**config.mk**
```make
export PLATFORM = sky130hd
export DESIGN_NAME = button_controller_multi
export DESIGN_NICKNAME = d
export VERILOG_FILES = /design/src/rtl/button_ctrl_pkg.sv /design/src/rtl/input_debouncer.sv /design/src/rtl/button_controller_multi.sv
export SDC_FILE = /design/constraint.sdc
export NUM_CORES = 1
export LEC_CHECK = 0
export ABC_AREA = 1
export BUFFER_PORTS_ARGS = -buffer_cell sky130_fd_sc_hd__clkbuf_2
export CAP_MARGIN = 5
export CORE_MARGIN = 4
export CORE_UTILIZATION = 53
export DETAILED_ROUTE_END_ITERATION = 10
export MAX_ROUTING_LAYER = met4
export PLACE_DENSITY = 0.88
export SYNTH_ARGS = -nofsm -noshare
export SYNTH_HDL_FRONTEND = slang
export SYNTH_SLANG_ARGS = --single-unit
```
**constraint.sdc**
```tcl
create_clock -name CLOCK_50 -period 1.1 [get_ports CLOCK_50]
set_input_delay 0.11 -clock CLOCK_50 [delete_from_list [all_inputs] [get_ports CLOCK_50]]
set_output_delay 0.11 -clock CLOCK_50 [all_outputs]
set_load 0.01 [all_outputs]
```
**src/rtl/button_ctrl_pkg.sv**
```systemverilog
// button_ctrl_pkg: shared mode constants, default parameter values and synchroniser depth
package button_ctrl_pkg;
   localparam logic MODE_KEY = 1'b0;
   localparam logic MODE_CMD = 1'b1;
   localparam int SYNC_STAGES = 2;
   localparam int DEF_NUM_KEYS = 4;
   localparam int DEF_NUM_SW = 3;
   localparam int DEF_DBNC_CNT_W = 2;
   localparam int DEF_RPT_DELAY = 25000000;
   localparam int DEF_RPT_PERIOD = 5000000;
endpackage

```
**src/rtl/input_debouncer.sv**
```systemverilog
// input_debouncer: one-bit synchroniser plus debounce counter; output follows input after 2^DBNC_CNT_W differing samples
module input_debouncer
   import button_ctrl_pkg::*;
#(
   parameter int DBNC_CNT_W = DEF_DBNC_CNT_W
) (
   input  logic clk,
   input  logic reset_n,
   input  logic raw,
   output logic clean
);
   logic [SYNC_STAGES-1:0] sync;
   logic [DBNC_CNT_W-1:0] cnt;
   logic sync_out;
   assign sync_out = sync[SYNC_STAGES-1];
   // synchronise, then accept the new level only after it has differed for a full counter span
   always_ff @(posedge clk) begin
      if (!reset_n) begin
         sync  <= '0;
         clean <= 1'b0;
         cnt   <= '0;
      end else begin
         sync <= {sync[SYNC_STAGES-2:0], raw};
         if (sync_out == clean) begin
            cnt <= '0;
         end else if (&cnt) begin
            clean <= sync_out;
            cnt   <= '0;
         end else begin
            cnt <= cnt + 1'b1;
         end
      end
   end
endmodule

```
**src/rtl/button_controller_multi.sv**
```systemverilog
// button_controller_multi: debounced keys/switches, mode routing and press pulses; BUTTON_CTRL_AUTO_REPEAT_EN adds key-plane hold-to-repeat
module button_controller_multi
   import button_ctrl_pkg::*;
#(
   parameter int NUM_KEYS   = DEF_NUM_KEYS,
   parameter int NUM_SW     = DEF_NUM_SW,
   parameter int DBNC_CNT_W = DEF_DBNC_CNT_W,
   parameter int RPT_DELAY  = DEF_RPT_DELAY,
   parameter int RPT_PERIOD = DEF_RPT_PERIOD
) (
   input  logic                CLOCK_50,
   input  logic                RESET_N,
   input  logic [NUM_KEYS-1:0] KEY,
   input  logic [NUM_SW-1:0]   SW,
   output logic [NUM_KEYS-1:0] CleanButtonOut,
   output logic [NUM_SW-1:0]   CleanSWOut,
   output logic [NUM_KEYS-1:0] KEY_Reg,
   output logic [NUM_KEYS-1:0] CMD_Reg,
   output logic [NUM_KEYS-1:0] KEY_En,
   output logic [NUM_KEYS-1:0] CMD_En
);
   localparam int NCH = NUM_KEYS + NUM_SW;
   logic [NCH-1:0] raw, clean;
   logic [NUM_KEYS-1:0] btn_prev, rise, rpt;
   logic mode;
   if (NUM_KEYS < 1 || NUM_KEYS > 16 || NUM_SW < 1 || NUM_SW > 16 || RPT_DELAY < 2 || RPT_PERIOD < 2 || RPT_PERIOD >= RPT_DELAY) begin : g_param_check
      $error("button_controller_multi: parameter out of range");
   end
   // keys are active low on the board; invert so every channel is active high
   assign raw = {SW, ~KEY};
   for (genvar c = 0; c < NCH; c++) begin : g_dbnc
      input_debouncer #(.DBNC_CNT_W(DBNC_CNT_W)) u_dbnc (
         .clk    (CLOCK_50),
         .reset_n(RESET_N),
         .raw    (raw[c]),
         .clean  (clean[c])
      );
   end
   assign CleanButtonOut = clean[NUM_KEYS-1:0];
   assign CleanSWOut     = clean[NCH-1:NUM_KEYS];
   assign mode           = CleanSWOut[0];
   assign KEY_Reg        = (mode == MODE_KEY) ? CleanButtonOut : '0;
   assign CMD_Reg        = (mode == MODE_CMD) ? CleanButtonOut : '0;
   // only a fresh button edge pulses, so a mode flip under a held key stays silent
   assign rise = CleanButtonOut & ~btn_prev;
`ifdef BUTTON_CTRL_AUTO_REPEAT_EN
   localparam int RW = $clog2(RPT_DELAY + 1);
   for (genvar k = 0; k < NUM_KEYS; k++) begin : g_rpt
      logic [RW-1:0] hold_cnt;
      assign rpt[k] = KEY_Reg[k] && (hold_cnt == RW'(RPT_DELAY));
      // zero means idle; armed to 1 by a key-plane press, reloaded so later repeats land RPT_PERIOD apart
      always_ff @(posedge CLOCK_50) begin
         if (!RESET_N || !KEY_Reg[k]) begin
            hold_cnt <= '0;
         end else if (rise[k]) begin
            hold_cnt <= RW'(1);
         end else if (rpt[k]) begin
            hold_cnt <= RW'(RPT_DELAY - RPT_PERIOD + 1);
         end else if (hold_cnt != '0) begin
            hold_cnt <= hold_cnt + 1'b1;
         end
      end
   end
`else
   assign rpt = '0;
`endif
   // register edge history and the routed one-cycle enables
   always_ff @(posedge CLOCK_50) begin
      if (!RESET_N) begin
         btn_prev <= '0;
         KEY_En   <= '0;
         CMD_En   <= '0;
      end else begin
         btn_prev <= CleanButtonOut;
         KEY_En   <= ((mode == MODE_KEY) ? rise : '0) | rpt;
         CMD_En   <= (mode == MODE_CMD) ? rise : '0;
      end
   end
endmodule

```
# == Yosys cells after proc, flatten, opt, wreduce, memory -nomap -nowiden ==
# Cells that the tools add are included.
# totals
ff_bits,47
out_inout_bits,23
elab_cells,74
# classes
add_sub_neg,7
eq_ne,7
n_mux,2
n_bitwise,11
reduce_logical,23
# op_table
op,n
AND reduction 3 bit,7
OR reduction 3 bit,7
AND reduction 2 bit,8
adder 2 x 1 -> 2 bit (second input constant),7
2-to-1 mux 4 bit,2
inverter 1 bit,8
inverter 4 bit,2
== test 1 bit,7
AND 4 bit,1
OR reduction 2 bit,1

# == Longest topological paths before layout ==
# depth
ltp_word,3
ltp_mapped,5
ltp_nobuf,4

# == Modules after synthesis ==
# Synthesis repeated with hierarchy kept, for this count alone.
# hier_totals
cells_unflattened,229
area_unflattened_um2,1780.5
# by_module_without_submodules
mod,instances,cells_per_inst,area_per_inst_um2,seq_area_each_um2
input_debouncer,7,24,191.4,100.1
button_controller_multi,1,61,440.4,240.2

# == Worst setup path before layout ==
# Ideal clock, no wire load.
# synth_timing
kind,flip-flop to flip-flop
from,reg g_dbnc[4].u_dbnc.clean
to,reg CMD_En[0]
setup_ps,78
arrival_time_ps,726
required_ps,1022
setup_slack_ps,296
path_stages_with_launch,4
n_path_buf,1
period_less_slack_ps,804
cell_sequence,dfxtp_1 -> buf_2 -> nand2_1 -> nor3_1
# synth_via
elab_chain_cells,1
# synth_rtl
item,line_no,text
"start, declared",input_debouncer.sv:10,output logic clean
"start signal, assigned",input_debouncer.sv:27,clean <= sync_out;
AND reduction 2 bit (no source line),n/a,
"end signal, assigned",button_controller_multi.sv:76,CMD_En <= (mode == MODE_CMD) ? rise : '0;
"end, declared",button_controller_multi.sv:20,output logic [NUM_KEYS-1:0] CMD_En
# No other way between the ends.
# A chain may end at the register's enable or synchronous reset.

# == Worst setup path after layout ==
# layout_timing
from,reg g_dbnc[4].u_dbnc.clean
to,out CMD_Reg[2]
# layout_via
elab_chain_cells,1
# layout_rtl
item,line_no,text
2-to-1 mux 4 bit,button_controller_multi.sv:43,assign CMD_Reg = (mode == MODE_CMD) ? CleanButtonOut : '0;
"end, declared",button_controller_multi.sv:18,"output logic [NUM_KEYS-1:0] CMD_Reg,"
# No other way between the ends.

==> impl_summary.log <==
[metrics] status: finished, violations left
[metrics] violations in the final reports: negative setup slack
[metrics] final-report setup violation count: 10
[metrics] kind of critical path: reg -> out
[metrics] number of nets in the layout: approximately 270
[metrics] required time at the endpoint of the critical path: between 0.9 and 1 ns
[metrics] Total Routing Usage GR: 0.164
[metrics] number of buffers and inverters on the critical path: 3
[metrics] cell with the most instances after synthesis: dfxtp_1
[metrics] number of placement rows: 20
[metrics] CTS clock-pin slew for the worst setup and hold paths: 0.13 ns
[metrics] Post-Syn Area per Cell: roughly 8.0 um^2
[metrics] layout cells sized above 1: 0.278
[metrics] Port Buf Inserts: 31
[metrics] final setup slack of the worst path: -0.103 ns
[metrics] wire length of the first global-routing pass: 5110 um
[metrics] cells along the critical path: buf_12 > nand2_4 > inv_2 > buf_6
[metrics] number of DRC violations after detailed routing: 0
[metrics] overall die width: ~64 um
[metrics] hold path start: RESET_N
[metrics] ranking of synthesized cells by instance count: 47 x dfxtp_1, 41 x nand2_1, 39 x inv_1, 36 x nor2_1, 11 x nand3_1
[metrics] delay of the slowest cell on the worst path: approximately 0.38 ns
[metrics] Root Buffer: clkbuf_4
[metrics] DR pass1 iterations: 4
[metrics] post-synth cell types: 12
[metrics] count of maximum capacitance violations: 0
[metrics] antenna fix cells: 0
[metrics] total die area: around 0.0041 mm^2
[metrics] max-slew violations: 0
[metrics] kind of end point of the critical path: output pin
[metrics] Clock Tree Buf Depth: 2
[metrics] proportion of netlist area held by the largest area contributor: 0.558
[metrics] portion of the post-synthesis area used by sequential elements: 0.558
[metrics] largest net degree at the start of global routing: 14
[metrics] f_max: slightly above 0.8 GHz
[metrics] final period demand of the worst path: between 1 and 1.5 ns
[metrics] Finished Cell Area: 0.00222 mm^2
[metrics] Avg Vias per Cell: 4.81
[metrics] final critical-path share of the clock period: 1.09
[metrics] transition time at the pin with the least slew margin: 0.269 ns
[metrics] TritonCTS Buffers: 5
[metrics] worst clock skew on the final layout: around 0.016 ns
[metrics] type of the worst min-delay path: in -> reg
[metrics] EDFF count, synth: 0
[metrics] maximum ir drop on the vdd rail: about 740 uV
[metrics] setup repair after global routing missed its margin: true
[metrics] synthesized netlist net count: about 230
[metrics] Layout Area Growth over Synthesis: 32.0%
[metrics] Worst R2R Start: g_dbnc[4].u_dbnc.clean
[metrics] Core Footprint: approximately 0.0031 mm^2
[metrics] number of antenna violations at the first check in global routing: 0
[metrics] largest fanout of any net on the critical path: 7
[metrics] Slew headroom: 0.821
[metrics] number of global-route vias before repair: 1,222
[metrics] share of synthesized registers carrying an async set or reset: 0
[metrics] placer congestion estimate: ~0.77
[metrics] #FFs+latches synth: 47
[metrics] critical path's top delay family: flip-flops
[metrics] CP max-delay cell: dfxtp_4
[metrics] TritonCTS clock tree: yes
[metrics] worst setup path start: g_dbnc[4].u_dbnc.clean
[metrics] number of top-level pins: 32
[metrics] remaining antenna violation count after routing: 0
[metrics] final-report hold violation count: 0
[metrics] worst path arrival time: about 1.1 ns
[metrics] area leader, netlist: dfxtp_1
[metrics] sort of element at the start of the critical path: register
[metrics] global-route congestion overflow total: 0
[metrics] routed length per instance: between 10 and 15 um
[metrics] Clock Sink Count: 47
[metrics] Post-DP Area: about 0.0018 mm^2
[metrics] summed instance area of the synthesized netlist: 0.00169 mm^2
[metrics] H-tree levels: 2
[metrics] post-synthesis instance total: approximately 210
[metrics] Power Dens Cells: 1230 mW/mm^2
[metrics] clock latency on the worst-skew pair: roughly 0.36 ns
[metrics] effective utilization at floorplan: 0.552
[metrics] number of vias in the routed layout: around 1,500
[metrics] Area contributors post-synth: dfxtp_1 56%, nand2_1 9.1%, inv_1 8.7%
[metrics] setup TNS: -0.726 ns
[metrics] leakage: between 1 and 1.5 nW
[metrics] half-perimeter wire length after placement: 2120 um
[metrics] overall routed net length: roughly 3700 um
[metrics] Die H: about 64 um
[metrics] YS warnings: 0
[metrics] first-iteration detailed-routing DRC count: 81
[metrics] dominant synthesized flop cell: dfxtp_1
## cell usage in the layout, fill, tap and decap left out, types with 2 or more instances in the layout
master         netlist  layout
a21oi_1              7       7
buf_4                7       9
buf_6                0      13
clkbuf_2             0      20
clkbuf_4             0       5
clkbuf_8             0       2
dfxtp_1             47      42
dfxtp_4              0       5
dlygate4sd3_1        0       7
ha_1                 7       7
inv_1               39      31
inv_2                1       6
inv_4                0       3
nand2_1             41      37
nand2_4              0       4
nand3_1             11      11
nor2_1              36      33
nor2_4               0       3
nor3_1               8       8
o21ai_0              3       3
## state kept, by name, summed over array words and instances (netlist names)
| name | flops |
|---|---|
| g_dbnc.u_dbnc.sync | 14 |
| g_dbnc.u_dbnc.cnt | 14 |
| btn_prev | 4 |
| CMD_En | 4 |
| KEY_En | 4 |
| g_dbnc.u_dbnc.clean | 7 |
## worst paths after layout
check / to / cells after the start / slack, ns
max: CMD_Reg[2] / 4 / -0.10
min: g_dbnc[5].u_dbnc.sync[1] / 3 / 0.12
max reg2reg: KEY_En[1] / 5 / 0
min reg2reg: g_dbnc[2].u_dbnc.sync[1] / 2 / 0.42
## worst register-to-register path, stage by stage, from the launching register on
cell and delay, ns:
dfxtp_4 0.38, buf_6 0.13, buf_4 0.14, inv_1 0.07
nand2_1 0.12, nor3_1 0.19
## layout make-up
type,count,area [um^2]
flip-flops and latches,47,960
fillers,217,828
multi-input cells,113,574
repair buffers,51,409
inverters,40,158
clock buffers,8,68.8
well taps,44,55.1
## power breakdown
group          switching [mW]  total, mW  internal, mW
combinational          0.0638      0.120        0.0564
sequential             0.0181       1.74          1.72
clock                   0.509      0.886         0.377
total                   0.591       2.75          2.15
## layer usage
| layer | share of wire | up-vias | track usage |
|---|---|---|---|
| met1 | 0.40 | 672 | 0.178 |
| li1 | - | 721 | - |
| met3 | 0.065 | 11 | 0.0580 |
| met5 | 0 | - | - |
| met2 | 0.50 | 54 | 0.259 |
| met4 | 0.031 | 0 | 0.0976 |
## repair_timing
item,4_1_cts,5_1_grt
hold buffers,7,0
pin swaps,1,6
cloned,0,0
endpoints found under the setup margin,10,11
gates resized for setup,18,43
hold endpoints to repair,7,0
buffers inserted,5,5
## through the flow
step                utilization  instances  power [mW]  hold WS (ns)  setup slack, ns
floorplan                     -        211        1.85         0.182            0.296
global placement          0.605        278        1.88         0.268            0.145
detailed placement        0.605        278        1.89         0.269           0.0824
CTS                       0.672        298        2.75         0.101          -0.0591
global route              0.729        303        2.87         0.104           -0.155
finish                    0.729        303        2.75         0.120           -0.103
## cell families after synthesis
group / count (synthesis) / synth area share
DFF: 47 / 0.558
AOI/OAI and AO/OA: 10 / 0.0297
buffers and inverters: 51 / 0.132
and+or+nand+nor: 96 / 0.228
adders and majority gates: 7 / 0.0520
Note: power is estimated with default switching activity, not from simulation.
